## src/rtl/bf16_pwl_cfg_loader.sv

```systemverilog
// Loads the BF16 piecewise-linear coefficient register file from table memory.
// Each table read is replayed onto the cfg write port one cycle after it is accepted.
module bf16_pwl_cfg_loader #(
  parameter int N_SEG      = 13,
  parameter int ADDR_W     = 10,
  parameter int TABLE_BASE = 0
) (
  input  logic              i_clk,
  input  logic              i_rst,
  input  logic              i_start,
  output logic              o_busy,
  output logic              o_done,
  output logic              o_tbl_valid,
  output logic              o_mem_rd_en,
  output logic [ADDR_W-1:0] o_mem_addr,
  input  logic              i_mem_gnt,
  input  logic [31:0]       i_mem_rdata,
  output logic              o_cfg_w_en,
  output logic              o_cfg_sgn,
  output logic [3:0]        o_cfg_idx,
  output logic [15:0]       o_cfg_base,
  output logic [15:0]       o_cfg_offset
);

  localparam logic [1:0]        S_IDLE    = 2'd0;
  localparam logic [1:0]        S_LOAD    = 2'd1;
  localparam logic [1:0]        S_FLUSH   = 2'd2;
  localparam logic [3:0]        IDX_LAST  = 4'(N_SEG - 1);
  localparam logic [ADDR_W-1:0] ADDR_BASE = ADDR_W'(TABLE_BASE);

  logic [1:0]        r_state;
  logic [ADDR_W-1:0] r_addr;
  logic              r_sgn;
  logic [3:0]        r_idx;
  logic              r_done;
  logic              r_tbl_valid;
  logic              r_wr_vld_p1;
  logic              r_wr_sgn_p1;
  logic [3:0]        r_wr_idx_p1;
  logic              w_accept;
  logic              w_last;

  assign w_accept = (r_state == S_LOAD) && i_mem_gnt;
  assign w_last   = r_sgn && (r_idx == IDX_LAST);

  // Read sequencer: address and sgn/idx advance only on an accepted read
  always_ff @(posedge i_clk) begin
    if (i_rst) begin
      r_state     <= S_IDLE;
      r_addr      <= '0;
      r_sgn       <= 1'b0;
      r_idx       <= 4'd0;
      r_done      <= 1'b0;
      r_tbl_valid <= 1'b0;
    end else begin
      r_done <= 1'b0;
      case (r_state)
        S_IDLE: begin
          if (i_start) begin
            r_state     <= S_LOAD;
            r_tbl_valid <= 1'b0;
            r_addr      <= ADDR_BASE;
            r_sgn       <= 1'b0;
            r_idx       <= 4'd0;
          end
        end
        S_LOAD: begin
          if (i_mem_gnt) begin
            r_addr <= r_addr + ADDR_W'(1);
            if (r_idx == IDX_LAST) begin
              r_idx <= 4'd0;
              r_sgn <= ~r_sgn;
            end else begin
              r_idx <= r_idx + 4'd1;
            end
            if (w_last) r_state <= S_FLUSH;
          end
        end
        S_FLUSH: begin
          r_state     <= S_IDLE;
          r_done      <= 1'b1;
          r_tbl_valid <= 1'b1;
        end
        default: r_state <= S_IDLE;
      endcase
    end
  end

  // Write stage p1: tag of the read accepted in the previous cycle
  always_ff @(posedge i_clk) begin
    if (i_rst) begin
      r_wr_vld_p1 <= 1'b0;
      r_wr_sgn_p1 <= 1'b0;
      r_wr_idx_p1 <= 4'd0;
    end else begin
      r_wr_vld_p1 <= w_accept;
      if (w_accept) begin
        r_wr_sgn_p1 <= r_sgn;
        r_wr_idx_p1 <= r_idx;
      end
    end
  end

  assign o_busy       = (r_state != S_IDLE);
  assign o_done       = r_done;
  assign o_tbl_valid  = r_tbl_valid;
  assign o_mem_rd_en  = (r_state == S_LOAD);
  assign o_mem_addr   = r_addr;
  assign o_cfg_w_en   = r_wr_vld_p1;
  assign o_cfg_sgn    = r_wr_sgn_p1;
  assign o_cfg_idx    = r_wr_idx_p1;
  assign o_cfg_base   = i_mem_rdata[31:16];
  assign o_cfg_offset = i_mem_rdata[15:0];

endmodule

```

## config.mk

```make
export PLATFORM = sky130hd
export DESIGN_NAME = bf16_pwl_cfg_loader
export DESIGN_NICKNAME = d
export VERILOG_FILES = /design/src/rtl/bf16_pwl_cfg_loader.sv
export SDC_FILE = /design/constraint.sdc
export NUM_CORES = 1
export LEC_CHECK = 0
export CAP_MARGIN = 20
export CORE_ASPECT_RATIO = 1.75
export CORE_UTILIZATION = 36
export CTS_CLUSTER_DIAMETER = 200
export CTS_CLUSTER_SIZE = 40
export DETAILED_ROUTE_END_ITERATION = 10
export GPL_ROUTABILITY_DRIVEN = 1
export PLACE_DENSITY = 0.86
export REMOVE_ABC_BUFFERS = 1
export SYNTH_ARGS = -nofsm -noshare
export SYNTH_HDL_FRONTEND = slang
export SYNTH_SLANG_ARGS = --single-unit
```

## constraint.sdc

```tcl
create_clock -name i_clk -period 1.8 [get_ports i_clk]
set_clock_uncertainty 0.1 [all_clocks]
set_input_delay 0.45 -clock i_clk [delete_from_list [all_inputs] [get_ports i_clk]]
set_output_delay 0.45 -clock i_clk [all_outputs]
set_load 0.005 [all_outputs]
```

==> Word-level counts from Yosys, hierarchy flattened <==
Index checks and enable logic that the tools add are counted.
{ "word_totals": {"word_cells": 46, "output_inout_bits": 52, "regBits": 25, "inputBits": 36} }
{ "op_classes": {"eq_ne": 7, "addsub": 2, "n_bitwise": 1, "reduce_logical": 10, "mux": 17} }
{ "ops": {"columns": ["operator", "n"], "rows": [
  ["$mux 10", 2],
  ["$pmux 10 s2", 1],
  ["$mux 4", 3],
  ["$add 10x1->10 const B", 1],
  ["$pmux 4 s2", 1],
  ["$mux 2", 3],
  ["$ne 2x1->1 const B", 3],
  ["$reduce_and 3->1", 2],
  ["$reduce_bool 2->1", 3],
  ["$add 4x1->4 const B", 1],
  ["$eq 4x4->1 const B", 1],
  ["$mux 1", 4],
  ["$pmux 1 s2", 2],
  ["$pmux 2 s2", 1],
  ["$reduce_and 4->1", 1],
  ["$eq 2x1->1 const B", 1],
  ["$eq 2x2->1 const B", 1],
  ["$logic_and 1x1->1", 2],
  ["$logic_not 2->1", 1],
  ["$ne 2x2->1 const B", 1],
  ["$reduce_and 2->1", 1],
  ["$not 1->1", 1]
]} }

==> Logic depth before layout (Yosys ltp) <==
{ "logic_depth": {"ltp_word": 5, "depth_mapped": 6} }

==> Worst setup path before layout <==
Ideal clock, no wire load.
{ "synth_path": {"path_kind": "register -> register", "start": "register r_idx[0]", "end": "register r_idx[3]", "path_buffers": 0, "arrival_time_ns": 1.321, "path_stages_with_launch": 7, "setup_slack_ns": 0.309, "required_ns": 1.629, "path_cell_list": "dfxtp_1 -> inv_1 -> ha_1 -> nand3_1 -> nand4b_1 -> or3_1 -> a21oi_1"} }
{ "synth_between": {"elab_chain_len": 4, "elab_cells_between_ends": 5, "cone_classes": "add/sub (1); eq/ne (1); mux (3)"} }
{ "synth_lines": {"columns": ["element", "line", "rtl"], "rows": [
  ["start, declared", "34", "logic [3:0] r_idx;"],
  ["start signal, assigned", "74", "r_idx <= r_idx + 4'd1;"],
  ["$add 4x1->4 / $eq 4x4->1 (equally long branches)", "74, 70", null],
  ["$mux 4 (*)", "70", "if (r_idx == IDX_LAST) begin"],
  ["$mux 4 (*)", "68", "if (i_mem_gnt) begin"],
  ["$pmux 4 s2 (*)", "57", "case (r_state)"]
]} }
Mark *: on every way between the ends. The rest lies on a longest branch, timed or not. The select of a mux whose other input is x is not followed.
A chain may end at the register's enable or synchronous reset.

==> Worst setup path after layout <==
{ "layout_path": {"start": "register r_addr[4], in the netlist o_mem_addr[4]", "end": "output port o_mem_addr[4]"} }
{ "layout_lines": {"columns": ["element", "line", "rtl"], "rows": [
  ["start, declared", "32", "logic [ADDR_W-1:0] r_addr;"],
  ["start signal, assigned", "69", "r_addr <= r_addr + ADDR_W'(1);"],
  ["end, declared", "15", "output logic [ADDR_W-1:0] o_mem_addr,"]
]} }
No word-level cell between the ends.

==> metrics.yaml <==
outcome:
  outcome: "complete, no violations"
cells_and_area:
  finalNetCount: 199
  drive_gt1_frac: 0.1698
  synthToLayoutAreaGrowth_pct: 13.34
  diodes: 0
sta:
  drv_slew: 0
  worst_slack_ns: 0.06170
  fin_crit_sh: 0.9657
  rsz0062_at_grt: "no"
  setup_viol_count_final: 0
  max_freq_mhz: 575.3
  period_needed_ns: 1.738
  hold_viol_final: 0
  worst_pin_slew_ns: 0.3163
  slew_headroom: 0.7846
worst_setup_path:
  cpLargestDelayFamily: "buffers and inverters"
  worst_setup_path_end_kind: "output pin"
  critPathLaunchType: "register"
  crit_type: "reg2out"
  crit_path_cell_trace: "clkdlybuf4s50_1"
  path_buf_inv: 1
  cpMaxStageDelayCell: "clkdlybuf4s50_1"
  crit_fanout: 4
  critPathMaxStageDelay_ns: 0.52
  crit_required_ns: 1.25
  cp.arrival_ns: 1.19
placement:
  place_hpwl_microns: 2846
  post-place-ws_ns: -0.2065
  gp_congestion: 0.7702
  io_buffers: 23
grt:
  track_usage: 0.1842
  grt_max_degree: 15
  grt_pass1_vias: 1020
  grt_overflow: 0
  antenna_found_initial: 0
  grt_pass1_wl_microns: 5030
power:
  cellPowerDensity_nw_per_um2: 649.2
  ir_drop_v: 0.0003815
  p_total_uw: 987.0
  leakagePower_nw: 0.5677
clocking:
  cts.path.max_buffers: 2
  clk_latency_ns: 0.27
  htreeDepth: 1
  cts_sinks: 25
  clk_pin_slew_ns: 0.08
  cts_root_buffer: "clkbuf_8"
  cts_buffers: 3
  holdBufCountCts: 0
  cts_tree: "built"
yosys:
  syn_area_sq_um: 1341
  yosysSeqAreaShare: 0.3731
  synthArstFlopShare: 0
  synth_top_area_frac: 0.3731
  ys_seq_elements: 25
  yosys.area.top_type: "dfxtp_1"
  yosys_warnings: 0
  synthTopCellsByArea: "dfxtp_1 37%, buf_4 18%, nor2_1 5.9%, xnor2_1 3.9%, ha_1 2.8%"
  synth_cell_types: 35
  avgSynthCellArea_sq_um: 8.436
  synth_edf_count: 0
  synthTopCellsByCount: "32 x buf_4, 25 x dfxtp_1, 21 x nor2_1, 10 x nand2_1, 8 x inv_1"
  yosysMostFrequentCell: "buf_4"
  synth_cells: 159
  synthFlopType: "dfxtp_1"
floorplan:
  initial_utilization: 0.3734
  die_y_microns: 82.75
  fp.dieW_microns: 48.14
  fp-row-count: 29
  io_pins: 88
  dieArea_sq_um: 3983
  core_area_sq_um: 3592
drt:
  drcViolationCount: 0
  via_count: 1065
  viasPerCell: 5.195
  routedWlPerCell_microns: 17.24
  drt_pass1_iterations: 4
  drt_iter0_drc: 24
  ant_nets: 0
  finalWirelength_microns: 3534
worst_hold_path:
  hold_class: "reg2reg"
run:
  maxCapViolCount: 0
where the power goes:
group          total [mW]  internal [mW]  switching [mW]  leakage [nW]
sequential          0.563          0.557         0.00600         0.205
combinational      0.0993         0.0468          0.0524         0.337
clock               0.325          0.155           0.170        0.0255
flip-flops by register name, summed over array words and instances (netlist names):
| signal | count |
|---|---|
| o_cfg_idx | 4 |
| o_cfg_sgn | 1 |
| o_cfg_w_en | 1 |
| o_done | 1 |
| o_mem_addr | 10 |
| o_tbl_valid | 1 |
| r_idx | 4 |
| r_sgn | 1 |
| r_state | 2 |
layout by cell type (no fill, tap or decap), types with 2 or more instances in the layout:
cell type,instances
clkdlybuf4s50_1,21
nor2_1,20
dfxtp_1,19
nand2_1,10
buf_4,10
inv_1,8
a21oi_1,7
xnor2_1,6
nand4_1,4
nor3_1,4
nand3_1,4
dfxtp_2,4
o21ai_0,3
mux2i_1,3
ha_1,3
clkbuf_8,3
a211o_1,2
nand4b_1,2
nand3b_1,2
or3_1,2
dfxtp_4,2
final cells by class:
class	count	area [sq um]
clock buffer	3	41.29
clock inverter	1	5.005
fill	355	2072
inverter	8	30.03
multi-input combinational	89	566.8
sequential	25	513.0
tap	46	57.56
timing repair buffer	33	306.5
metal layers:
| layer | vias up | wire, microns | GRT usage |
|---|---|---|---|
| li1 | 501 | - | - |
| met1 | 494 | 1394 | 0.1939 |
| met2 | 66 | 1586 | 0.2760 |
| met3 | 4 | 521 | 0.1500 |
| met4 | 0 | 32 | 0.04167 |
| met5 | - | 0 | 0.03333 |
final timing paths:
kind	from	end	cells after the start	slack [ns]
max	o_mem_addr[4]$_SDFFE_PP0P_	o_mem_addr[4]	1	0.06
min	r_idx[1]$_SDFFE_PP0P_	r_idx[1]$_SDFFE_PP0P_	2	0.38
max reg2reg	r_idx[0]$_SDFFE_PP0P_	r_idx[3]$_SDFFE_PP0P_	6	0.11
min reg2reg	r_idx[1]$_SDFFE_PP0P_	r_idx[1]$_SDFFE_PP0P_	2	0.38
timing repair:
item,CTS,global route
pin swaps,0,1
gates cloned,0,0
buffers inserted,1,0
hold endpoints to repair,0,0
setup endpoints to repair,2,8
resized for setup,6,7
worst min-delay path: stages, from the launching register on:
cell and delay [ns]:
dfxtp_2 0.34, nand2_1 0.06, a21oi_1 0.05
per-stage QoR:
step	hold slack (ns)	TNS, ns	area (sq um)	util	cells
2_1_floorplan	0.3558	0	1081	-	122
3_3_place_gp	0.3669	-1.652	1436	0.3999	200
3_5_place_dp	0.3753	-2.240	1436	0.3999	200
4_1_cts	0.3902	0	1501	0.4180	205
5_1_grt	0.3978	0	1520	0.4232	205
6_report	0.3801	0	1520	0.4232	205
cell families (layout without fill, tap and decap cells):
group                      after synthesis  after routing  synth area share
and+or+nand+nor                         58             58            0.2248
buffers and inverters                   45             45            0.2164
DFF                                     25             25            0.3731
xor gates and xnor gates                 6              6           0.03918
adders and majority gates                3              3           0.02799
AOI/OAI and AO/OA                       18             18           0.08583
muxes                                    4              4           0.03265
Note: power is estimated with default switching activity, not from simulation.
